--- src/rtl/keypad_pkg.sv ---
// Shared encodings for the hex keypad entry block: FSM states, scan classes
// and the fixed column/digit constants.
package keypad_pkg;

  typedef enum logic [1:0] {
    IDLE     = 2'd0,
    DEBOUNCE = 2'd1,
    HELD     = 2'd2,
    RELEASE  = 2'd3
  } state_t;

  typedef enum logic [1:0] {
    NONE   = 2'd0,
    SINGLE = 2'd1,
    MULTI  = 2'd2
  } scan_class_t;

  localparam logic [3:0] COL_IDLE   = 4'b1110;
  localparam logic [3:0] MAX_DIGITS = 4'd8;

endpackage

--- src/rtl/sync_2ff.sv ---
// Two-flop synchronizer for the 4 keypad row lines; idles high (no key
// pressed) out of reset.
module sync_2ff (
  input  logic       clk,
  input  logic       rst,
  input  logic [3:0] d,
  output logic [3:0] q
);

  logic [3:0] meta;

  // NOTE: sequential state uses non-blocking assignments so every flop samples
  // pre-edge values, independent of statement order.
  always_ff @(posedge clk or posedge rst) begin
    if (rst) begin
      meta <= 4'b1111;
      q    <= 4'b1111;
    end else begin
      meta <= d;
      q    <= meta;
    end
  end

endmodule

--- src/rtl/hex_keypad_entry.sv ---
// 4x4 hex keypad scanner with debounce; accepted keys shift into a 32-bit
// operand register that feeds the display and ALU.
module hex_keypad_entry
  import keypad_pkg::*;
#(
  parameter int SCAN_DIV_W     = 11,
  parameter int DEBOUNCE_SCANS = 4
) (
  input  logic        clk,
  input  logic        rst,
  input  logic [3:0]  row,
  input  logic        clear,
  output logic [3:0]  col,
  output logic [31:0] value,
  output logic [3:0]  key_code,
  output logic        key_valid,
  output logic [3:0]  digit_count
);

  localparam logic [3:0] DS_CNT = 4'(DEBOUNCE_SCANS);

  logic [3:0]            row_sync;
  logic [SCAN_DIV_W-1:0] divider;
  logic                  tick;
  logic [1:0]            col_idx;
  logic                  scan_done;

  // Per-scan accumulation: low count saturates at 2 (anything >1 is MULTI).
  logic [1:0]  acc_cnt;
  logic [3:0]  acc_code;
  logic [1:0]  cur_cnt, base_cnt, scan_cnt;
  logic [1:0]  cur_row;
  logic [3:0]  base_code, scan_code;
  logic [2:0]  sum_cnt;
  scan_class_t scan_class;

  state_t      state, state_n;
  logic [3:0]  cand, cand_n;
  logic [3:0]  cnt, cnt_n;
  logic        accept;

  sync_2ff u_sync (
    .clk (clk),
    .rst (rst),
    .d   (row),
    .q   (row_sync)
  );

  assign tick      = &divider;
  assign scan_done = tick && (col_idx == 2'd3);
  assign col       = ~((~COL_IDLE) << col_idx);

  always_ff @(posedge clk or posedge rst) begin
    if (rst) begin
      divider  <= '0;
      col_idx  <= 2'd0;
      acc_cnt  <= 2'd0;
      acc_code <= 4'd0;
    end else begin
      divider <= divider + SCAN_DIV_W'(1);
      if (tick) begin
        col_idx  <= col_idx + 2'd1;
        acc_cnt  <= scan_cnt;
        acc_code <= scan_code;
      end
    end
  end

  // Fold the current column's sample into the running scan result; column 0
  // starts a fresh scan so the stored accumulator is ignored there.
  always_comb begin
    // NOTE: every combinational output gets a default first so no path leaves
    // it unassigned and a latch is never inferred.
    cur_cnt = 2'd0;
    cur_row = 2'd0;
    for (int r = 0; r < 4; r++) begin
      if (!row_sync[r]) begin
        if (cur_cnt != 2'd2) cur_cnt = cur_cnt + 2'd1;
        cur_row = 2'(r);
      end
    end
    base_cnt  = (col_idx == 2'd0) ? 2'd0 : acc_cnt;
    base_code = (col_idx == 2'd0) ? 4'd0 : acc_code;
    sum_cnt   = {1'b0, base_cnt} + {1'b0, cur_cnt};
    scan_cnt  = (sum_cnt >= 3'd2) ? 2'd2 : sum_cnt[1:0];
    scan_code = (base_cnt == 2'd0 && cur_cnt == 2'd1) ? {cur_row, col_idx} : base_code;
    case (scan_cnt)
      2'd0:    scan_class = NONE;
      2'd1:    scan_class = SINGLE;
      default: scan_class = MULTI;
    endcase
  end

  always_ff @(posedge clk or posedge rst) begin
    if (rst) begin
      state <= IDLE;
      cand  <= 4'd0;
      cnt   <= 4'd0;
    end else begin
      state <= state_n;
      cand  <= cand_n;
      cnt   <= cnt_n;
    end
  end

  always_comb begin
    state_n = state;
    cand_n  = cand;
    cnt_n   = cnt;
    accept  = 1'b0;
    if (scan_done) begin
      unique case (state)
        IDLE: begin
          if (scan_class == SINGLE) begin
            cand_n = scan_code;
            cnt_n  = 4'd1;
            if (DS_CNT <= 4'd1) begin
              accept  = 1'b1;
              state_n = HELD;
            end else begin
              state_n = DEBOUNCE;
            end
          end
        end
        DEBOUNCE: begin
          if (scan_class != SINGLE) begin
            state_n = IDLE;
          end else if (scan_code == cand) begin
            cnt_n = cnt + 4'd1;
            if (cnt_n >= DS_CNT) begin
              accept  = 1'b1;
              state_n = HELD;
            end
          end else begin
            cand_n = scan_code;
            cnt_n  = 4'd1;
          end
        end
        HELD: begin
          // No rollover: extra keys while held are ignored until full release.
          if (scan_class == NONE) begin
            cnt_n   = 4'd1;
            state_n = (DS_CNT <= 4'd1) ? IDLE : RELEASE;
          end
        end
        RELEASE: begin
          if (scan_class == NONE) begin
            cnt_n = cnt + 4'd1;
            if (cnt_n >= DS_CNT) state_n = IDLE;
          end else begin
            state_n = HELD;
          end
        end
      endcase
    end
  end

  // clear has priority over an accept for the operand, but the key report
  // itself still updates.
  always_ff @(posedge clk or posedge rst) begin
    if (rst) begin
      key_valid   <= 1'b0;
      key_code    <= 4'd0;
      value       <= 32'd0;
      digit_count <= 4'd0;
    end else begin
      key_valid <= accept;
      if (accept) key_code <= cand_n;
      if (clear) begin
        value       <= 32'd0;
        digit_count <= 4'd0;
      end else if (accept) begin
        value <= {value[27:0], cand_n};
        if (digit_count < MAX_DIGITS) digit_count <= digit_count + 4'd1;
      end
    end
  end

endmodule

--- config.mk ---
export PLATFORM = sky130hd
export DESIGN_NAME = hex_keypad_entry
export DESIGN_NICKNAME = d
export VERILOG_FILES = /design/src/rtl/keypad_pkg.sv /design/src/rtl/sync_2ff.sv /design/src/rtl/hex_keypad_entry.sv
export SDC_FILE = /design/constraint.sdc
export NUM_CORES = 1
export LEC_CHECK = 0
export CAP_MARGIN = 10
export CORE_ASPECT_RATIO = 1.2
export CORE_MARGIN = 3
export CORE_UTILIZATION = 35
export DETAILED_ROUTE_END_ITERATION = 16
export SYNTH_ARGS = -nofsm -noshare
export SYNTH_HDL_FRONTEND = slang
export SYNTH_SLANG_ARGS = --single-unit
--- constraint.sdc ---
create_clock -name clk -period 4.1 [get_ports clk]
set_input_delay 0.82 -clock clk [delete_from_list [all_inputs] [get_ports clk]]
set_output_delay 0.82 -clock clk [all_outputs]
set_load 0.02 [all_outputs]
==> impl.org, run 1 <==
** Logic synthesis
- Main area contributors after synthesis :: dfrtp_1 (47%), dfstp_2 (5.7%), a21oi_1 (4.6%), nand3_1 (4.6%), o21ai_0 (4.6%)
- After synthesis, flip-flops and latches occupy 52.8% of the total area.
- In the synthesized netlist, the cells that appear most often are dfrtp_1 (70), a21oi_1 (34), nand3_1 (34), o21ai_0 (34), inv_1 (22).
- After synthesis, the largest area contributor takes up 47.1% of total cell area.
- Main synth FF type :: dfrtp_1
- After technology mapping, the gate count stands at 367.
- For this run, the number of Yosys warnings is 0.
- Yosys top cell by area :: dfrtp_1
- Yosys mapped a number of flops with a built-in enable equal to 0.
- Most common cell in the synthesized netlist :: dfrtp_1
- Number of distinct standard cells referenced by the synthesized netlist :: 51
- Syn nets :: 386
- The cell area that synthesis handed to floorplanning was 0.00372 sq mm.
- A synthesized cell averages 10.1 sq um.
- Flip-flop and latch count after synthesis :: 78
- Of all flip-flops after synthesis, the portion carrying an async set or reset was 100%.

** GRT
- Maximum number of pins on one net before global-route repair :: 43
- Global routing consumed, on the met2 layer, 22.7% of the routing resources.
- For met3 alone, demand over resource in global routing was 3.10%.
- Initial antenna violation count :: 0
- The layer flagged by global routing as most heavily used is met2.
- The first global-routing pass estimated 13,500 um of wire.
- Number of global-route vias before repair :: 2,825
- Across every metal layer, demand over resource in global routing totals 14.1%.
- Global routing used 17.8% of the available met1 tracks.
- Global routing finished with a remaining overflow of 0.

** Setup path
- Worst reg2reg path startpoint :: u_sync.q[1]$_DFF_PP1_
- Worst Setup End Kind :: flop
- Total buffers and inverters traversed by the critical path :: 1
- Critical path cell sequence :: inv_1 -> ha_1 -> mux2i_2 -> ha_1 -> nor2b_1 -> a311oi_4 -> nand2_2 -> mux2_4 -> or4_4 -> or3_1 -> mux2i_1
- At the worst endpoint, the arrival time is 4.08 ns.
- Setup slack of the worst register-to-register path :: 0.21 ns
- The setup path with the least slack is of type flop to flop.
- The cell family contributing the most delay on the critical path is simple AND/OR/NAND/NOR gates.
- The endpoint identified for the worst register-to-register timing path is value[11]$_DFFE_PP0P_.
- Max Fanout on Critical Path :: 10
- Counting stages on the worst path, the most repeated cell is ha_1.
- Max stage delay on crit path :: 0.64 ns
- CP startpoint kind :: flop
- For the worst setup path, the data required time is 4.28 ns.
- Reg2reg path depth :: 11
- Among all stages on the critical path, the largest delay is contributed by or3_1.

** Job
- Maxcap violations :: 0

** Placement
- Dpl ws :: 0.149 ns
- Detail Placement HPWL :: 5770 um
- Buffers on Ports :: 51
- The congestion estimate from routability-driven global placement came to 0.813.

** Timing
- The number of pins exceeding their max-slew limit in the final report was 0.
- Final WS setup :: 0.206 ns
- Measured against its own limit, the worst slew margin works out to 46.4%.
- Setup violations remaining at the end of the flow were counted as 0.
- The worst path in the final design needs a cycle of 3.89 ns, including I/O delays and setup.
- In the finished design, the share of the clock period the worst path needs comes to 95.0%.
- Summed negative setup slack over all endpoints :: 0 ns
- For the pin with the worst max-slew slack, the measured transition is 0.801 ns.
- FMAX :: 0.257 GHz
- The number of hold-slack violations in the final timing report came to 0.
- Clock Skews :: 0.00602 ns
- RSZ-0062 raised after global routing :: no

** Final layout
- Fillers :: 987
- Cells with a size suffix above 1 make up 10.2% of the layout.
- From synthesis to final layout, the design area changed by 25.9%.
- Area used by multi-input combinational logic :: 0.00161 sq mm
- After the last flow step, the layout net total stands at 437.
- Core Util, Final :: 45.9%
- The number of antenna diodes in the final layout is 0.
- Area occupied by registers :: 0.00196 sq mm

** Worst hold path
- Endpoint, Worst Hold :: u_sync.q[0]$_DFF_PP1_
- Number of instances on the worst hold path :: 0
- The tightest min-delay check is of the flop to flop type.
- In this run the most critical hold path is launched from u_sync.meta[0]$_DFF_PP1_.

** Clock network
- TritonCTS clock tree :: yes
- Clock tree root driver cell :: clkbuf_16
- Hold buffers post-CTS :: 0
- Clock transition at the register clock pins on the worst setup and hold paths after CTS :: 0.06 ns
- Cts bufs inserted :: 9
- The clock passes through at most 2 buffers.
- CTS Sinks :: 78
- Count of H-tree levels built during CTS :: 3
- Clock latency of the later-clocked register in the worst-skew pair :: 0.33 ns

** Detailed routing
- After the first detailed-routing iteration, the DRC count stood at 102.
- Number of nets with antenna violations after routing :: 0
- After detailed routing, the average wire length per cell comes to 14.9 um.
- The first detailed-routing pass ran for 4 iterations.
- Residual DRC :: 0
- Using the TritonRoute via totals, the vias-per-cell ratio works out to 5.27.
- Wires add up to 8170 um.
- The routed layout has 2,894 vias.

** Power and ir drop
- Power Total :: 0.00166 W
- Worst voltage drop across the vdd grid :: 196 uV
- Power spread over the standard cell area amounts to 355 mW/mm^2.
- Leakage power figure :: 2.01 nW

** Floorplanning
- The die is 119 um tall.
- After floorplanning, the core was divided into 40 placement rows.
- Once the floorplan was initialized, standard cells occupied 36.4% of the core.
- After floorplanning, the core was sized to cover 0.0102 sq mm.
- The die covers 0.0119 sq mm.
- Die Wd :: 100 um
- For this design the top-level I/O count stands at 52.

** Status
- The flow ran to the end, and the final reports show no timing, DRC or antenna violations.
how the worst max path moves through the flow:
| stage | startpoint | to | slack (ns) | cells after the start |
|---|---|---|---|---|
| finish | u_sync.q[1]$_DFF_PP1_ | value[11]$_DFFE_PP0P_ | 0.21 | 11 |
| global route | u_sync.q[1]$_DFF_PP1_ | digit_count[1]$_DFFE_PP0P_ | 0.05 | 17 |
| CTS | u_sync.q[1]$_DFF_PP1_ | digit_count[0]$_DFFE_PP0P_ | 0.12 | 17 |
| detailed placement | u_sync.q[1]$_DFF_PP1_ | digit_count[0]$_DFFE_PP0P_ | 0.15 | 17 |
| global placement | u_sync.q[0]$_DFF_PP1_ | digit_count[0]$_DFFE_PP0P_ | 0.30 | 17 |
| floorplan | u_sync.q[0]$_DFF_PP1_ | digit_count[0]$_DFFE_PP0P_ | 0.42 | 17 |
registers in the layout, indices dropped and copies added, names as in the netlist:
signal / cells
digit_count: 4
cand: 4
key_code: 4
divider: 11
key_valid: 1
acc_code: 4
value: 32
col_idx: 2
acc_cnt: 2
u_sync.q: 4
state: 2
u_sync.meta: 4
cnt: 4
worst register-to-register path: stages, from the launching register on:
cell	delay, ns
dfstp_2	0.55
inv_1	0.05
ha_1	0.31
mux2i_2	0.19
ha_1	0.26
nor2b_1	0.18
a311oi_4	0.38
nand2_2	0.14
mux2_4	0.32
or4_4	0.51
or3_1	0.64
mux2i_1	0.22
layout by cell type (no fill, tap or decap), types with 11 or more instances in the layout:
| cell type | instances |
|---|---|
| clkdlybuf4s50_1 | 51 |
| a21oi_1 | 34 |
| dfrtp_1 | 70 |
| nand2_1 | 20 |
| o21ai_0 | 34 |
| nor2_1 | 11 |
| nand3_1 | 34 |
| ha_1 | 11 |
| inv_1 | 21 |
| nand2b_1 | 16 |
layer usage:
layer | up-vias | share of wire [%]
met2 | 57 | 50
met4 | 0 | 2.3
li1 | 1406 | -
met5 | - | 0
met3 | 16 | 3.9
met1 | 1415 | 44
area by class of cell:
class / count / share of cell area (%)
sequential: 78 / 41.9
multi-input combinational: 248 / 34.4
timing repair buffer: 58 / 12.3
clock buffer: 10 / 4.89
tap: 126 / 3.37
inverter: 23 / 1.84
clock inverter: 6 / 1.34
metrics by stage:
| step | area (sq um) | std cells | hold WS (ns) |
|---|---|---|---|
| 2_1_floorplan | 3720 | 367 | 0.345 |
| 3_3_place_gp | 4370 | 533 | 0.345 |
| 3_5_place_dp | 4370 | 533 | 0.347 |
| 4_1_cts | 4670 | 549 | 0.356 |
| 5_1_grt | 4680 | 549 | 0.360 |
| 6_report | 4680 | 549 | 0.354 |
cell families after synthesis:
group	count (synthesis)	synth area share (%)
adders and majority gates	12	4.24
xor gates and xnor gates	12	2.83
AOI/OAI and AO/OA	94	15.2
buffers and inverters	41	4.58
and+or+nand+nor	118	17.0
muxes	12	3.40
DFF	78	52.8
repair_timing:
item / CTS / global route
setup buffers: 0 / 0
setup endpoints to repair: 0 / 21
gates resized for setup: 0 / 4
where the power goes:
group          total [W]  internal, W  switching [W]
clock           0.000769     0.000470       0.000299
sequential      0.000781     0.000777     0.00000389
combinational   0.000113    0.0000361      0.0000764
No activity file was read; power rests on OpenSTA's default activity.
==> run 2, diff against run 1 <==
--- a/config.mk
+++ b/config.mk
@@ -7,9 +7,10 @@
 export LEC_CHECK = 0
 export CAP_MARGIN = 10
 export CORE_ASPECT_RATIO = 1.2
-export CORE_MARGIN = 3
+export CORE_MARGIN = 2
 export CORE_UTILIZATION = 35
 export DETAILED_ROUTE_END_ITERATION = 16
+export REMOVE_ABC_BUFFERS = 1
 export SYNTH_ARGS = -nofsm -noshare
 export SYNTH_HDL_FRONTEND = slang
 export SYNTH_SLANG_ARGS = --single-unit
==> impl.org, run 2 (synthesis gave the netlist of run 1 again) <==
** Setup path
- For the worst setup path, the data arrival time is 4.02 ns.
- On the worst path, the slowest cell contributes a delay of 0.66 ns.
- Traced cell by cell, the critical path runs through inv_1 -> ha_1 -> mux2i_1 -> ha_1 -> nor2b_1 -> a311oi_4 -> nand2_2 -> mux2_4 -> or4_4 -> or3_1 -> mux2i_1.
- The slowest stage of the critical path is the or3_1 cell.
- Across all register-to-register paths, the minimum setup slack is 0.27 ns.
- STA puts the critical path data required time at 4.29 ns.
- Total buffers and inverters traversed by the critical path :: 1
- Max Fanout on Critical Path :: 10
- Top delay family on crit path :: simple AND/OR/NAND/NOR gates
- The worst setup path is captured at a flop.
- By startpoint and endpoint, the worst setup path is classified as flop to flop.
- CP startpoint kind :: flop

** Detailed routing
- DRT iter0 DRCs :: 201
- DRT Pass-1 Iters :: 4
- Dividing the detail-routed wire length by the instance count gives 14.8 um.
- Total number of vias :: 2,892
- Once detail routing completed, the nets flagged for antenna violations numbered 0.
- Residual DRC :: 0
- Summed over all layers, the routed wires come to 8210 um.
- Routed via count divided by cell count :: 5.22

** Timing
- The number of hold-slack violations in the final timing report was 0.
- Timing would allow up to 0.261 GHz.
- Final setup violation count :: 0
- Setup repair after global routing left no endpoint under its margin.
- In this run the tightest slew margin relative to its limit is 59.1%.
- Final hold analysis gives a worst-case slack of 0.354 ns.
- After routing, the total negative slack on setup checks comes to 0 ns.
- The clock period could shrink to 3.83 ns.
- Of the available clock period, the critical path in the final layout requires 93.4%.
- Clock Skews :: 0.00878 ns
- The number of pins exceeding their max-slew limit in the final report came to 0.
- Worst Max-Slew Pin Slew :: 0.613 ns

** Final layout
- Area occupied by registers :: 0.00196 sq mm
- Register containing the most flip-flops in the final layout :: value
- Summing all multi-input logic gate instances after layout gives 0.00161 sq mm.
- Fillers :: 1,016
- Count of antenna diodes in the layout :: 0
- The finished cells cover 0.00469 sq mm.
- Number of nets in the final layout :: 440
- Registers with the most flip-flops :: value (32), divider (11)
- Leading cell types in the layout, fill and taps excluded :: dfrtp_1 (70), clkdlybuf4s50_1 (51), nand3_1 (34), a21oi_1 (34), o21ai_0 (34)
- Flip-flop count of the largest register, all copies and words added :: 32
- Most common cell after layout, fill and taps aside :: dfrtp_1
- The post-route netlist has 10.6% of its cells at a drive strength greater than 1.
- Synthesis-to-finish area growth :: 26.2%

** Clock network
- Cts bufs inserted :: 9
- Number of buffers added for setup after CTS :: 0
- The clock net in this run drives a total of 78 sinks.
- Clk buf depth :: 2
- Clock latency of the later-clocked register in the worst-skew pair :: 0.33 ns
- CTS placed an instance of clkbuf_16 at the clock tree root.
- TritonCTS clock tree :: yes
- After clock tree synthesis, the clock-pin slew on the worst setup and hold paths is 0.06 ns.
- In this run, post-CTS hold repair placed 0 buffers.
- Count of H-tree levels built during CTS :: 3

** Status
- Run status :: finished clean

** GRT
- The first global-routing pass estimated 13,900 um of wire.
- GR Overflow Total :: 0
- Global routing consumed, over all layers together, 15.1% of the routing resources.
- Number of global-route vias before repair :: 2,838
- Entering global routing, the biggest net connects 29 pins.
- The initial antenna violation count was 0.

** Worst hold path
- The tightest min-delay check is of the flop to flop type.

** Power and ir drop
- Leakage power figure :: 2.01 nW
- Worst voltage drop across the vdd grid :: 180 uV
- The design draws 0.00167 W.
- Power spread over the standard cell area amounts to 356 mW/mm^2.

** Floorplanning
- The die is 98.1 um wide.
- Initial cell density of the core :: 35.7%
- In this run the count of I/O pins placed on the die edge is 52.
- The core region is 0.0104 sq mm.
- In this run the vertical extent of the chip is 117 um.
- Full die area :: 0.0115 sq mm
- Number of cell rows :: 41

** Placement
- After detailed placement, the total cell area comes to 0.00439 sq mm.
- Detail Placement HPWL :: 5700 um
- Routability-driven placement finished with a final weighted congestion of 0.875.
- The count of buffers added on input and output ports is 51.

** Job
- Max-cap violations in this run came to 0.
==> run 2: worst register-to-register path, cell delays in order (launching register included) <==
cell and delay [ns]:
dfstp_2 0.53, inv_1 0.04, ha_1 0.29, mux2i_1 0.19
ha_1 0.26, nor2b_1 0.17, a311oi_4 0.38, nand2_2 0.14
mux2_4 0.32, or4_4 0.51, or3_1 0.66, mux2i_1 0.20
==> run 2: path summary, 6_finish.rpt <==
| path | from | cells after the start | end |
|---|---|---|---|
| setup / recovery | u_sync.q[0]$_DFF_PP1_ | 11 | value[7]$_DFFE_PP0P_ |
| hold / removal | u_sync.meta[1]$_DFF_PP1_ | 0 | u_sync.q[1]$_DFF_PP1_ |
| setup reg to reg | u_sync.q[0]$_DFF_PP1_ | 11 | value[7]$_DFFE_PP0P_ |
| hold reg to reg | u_sync.meta[1]$_DFF_PP1_ | 0 | u_sync.q[1]$_DFF_PP1_ |
| max in group asynchronous | rst | 3 | u_sync.meta[0]$_DFF_PP1_ |
| min in group asynchronous | rst | 2 | value[23]$_DFFE_PP0P_ |
==> run 2: layout make-up <==
type / instances / area share (%)
clock buffer: 10 / 4.88
clock inverter: 5 / 1.25
inverter: 23 / 1.84
multi-input combinational: 248 / 34.3
sequential: 78 / 41.8
tap: 129 / 3.44
timing repair buffer: 61 / 12.5
==> run 2: power breakdown <==
| group | internal (W) | total [W] | switching [W] | leakage, nW |
|---|---|---|---|---|
| clock | 0.000469 | 0.000779 | 0.000309 | 0.135 |
| sequential | 0.000777 | 0.000781 | 0.00000370 | 1.05 |
| combinational | 0.0000371 | 0.000114 | 0.0000770 | 0.830 |
==> run 2: stage by stage <==
step	util, %	worst slack (ns)	std cells
after floorplan	-	-1.11	349
after global placement	42.2	0.285	539
after detailed placement	42.2	0.138	539
after CTS	44.9	0.139	554
after global routing	45.1	0.0163	554
final	45.1	0.269	554
==> run 2: what timing repair did <==
item	CTS	global route
gates resized for setup	0	4
setup endpoints to repair	0	40
hold endpoints to repair	0	0
==> run 2: metal layers <==
| layer | vias up | track usage (%) | part of all wire (%) |
|---|---|---|---|
| li1 | 1405 | - | - |
| met1 | 1428 | 19.9 | 47 |
| met2 | 47 | 24.2 | 48 |
| met3 | 12 | 3.62 | 3.4 |
| met4 | 0 | 6.02 | 1.5 |
| met5 | - | 0 | 0 |
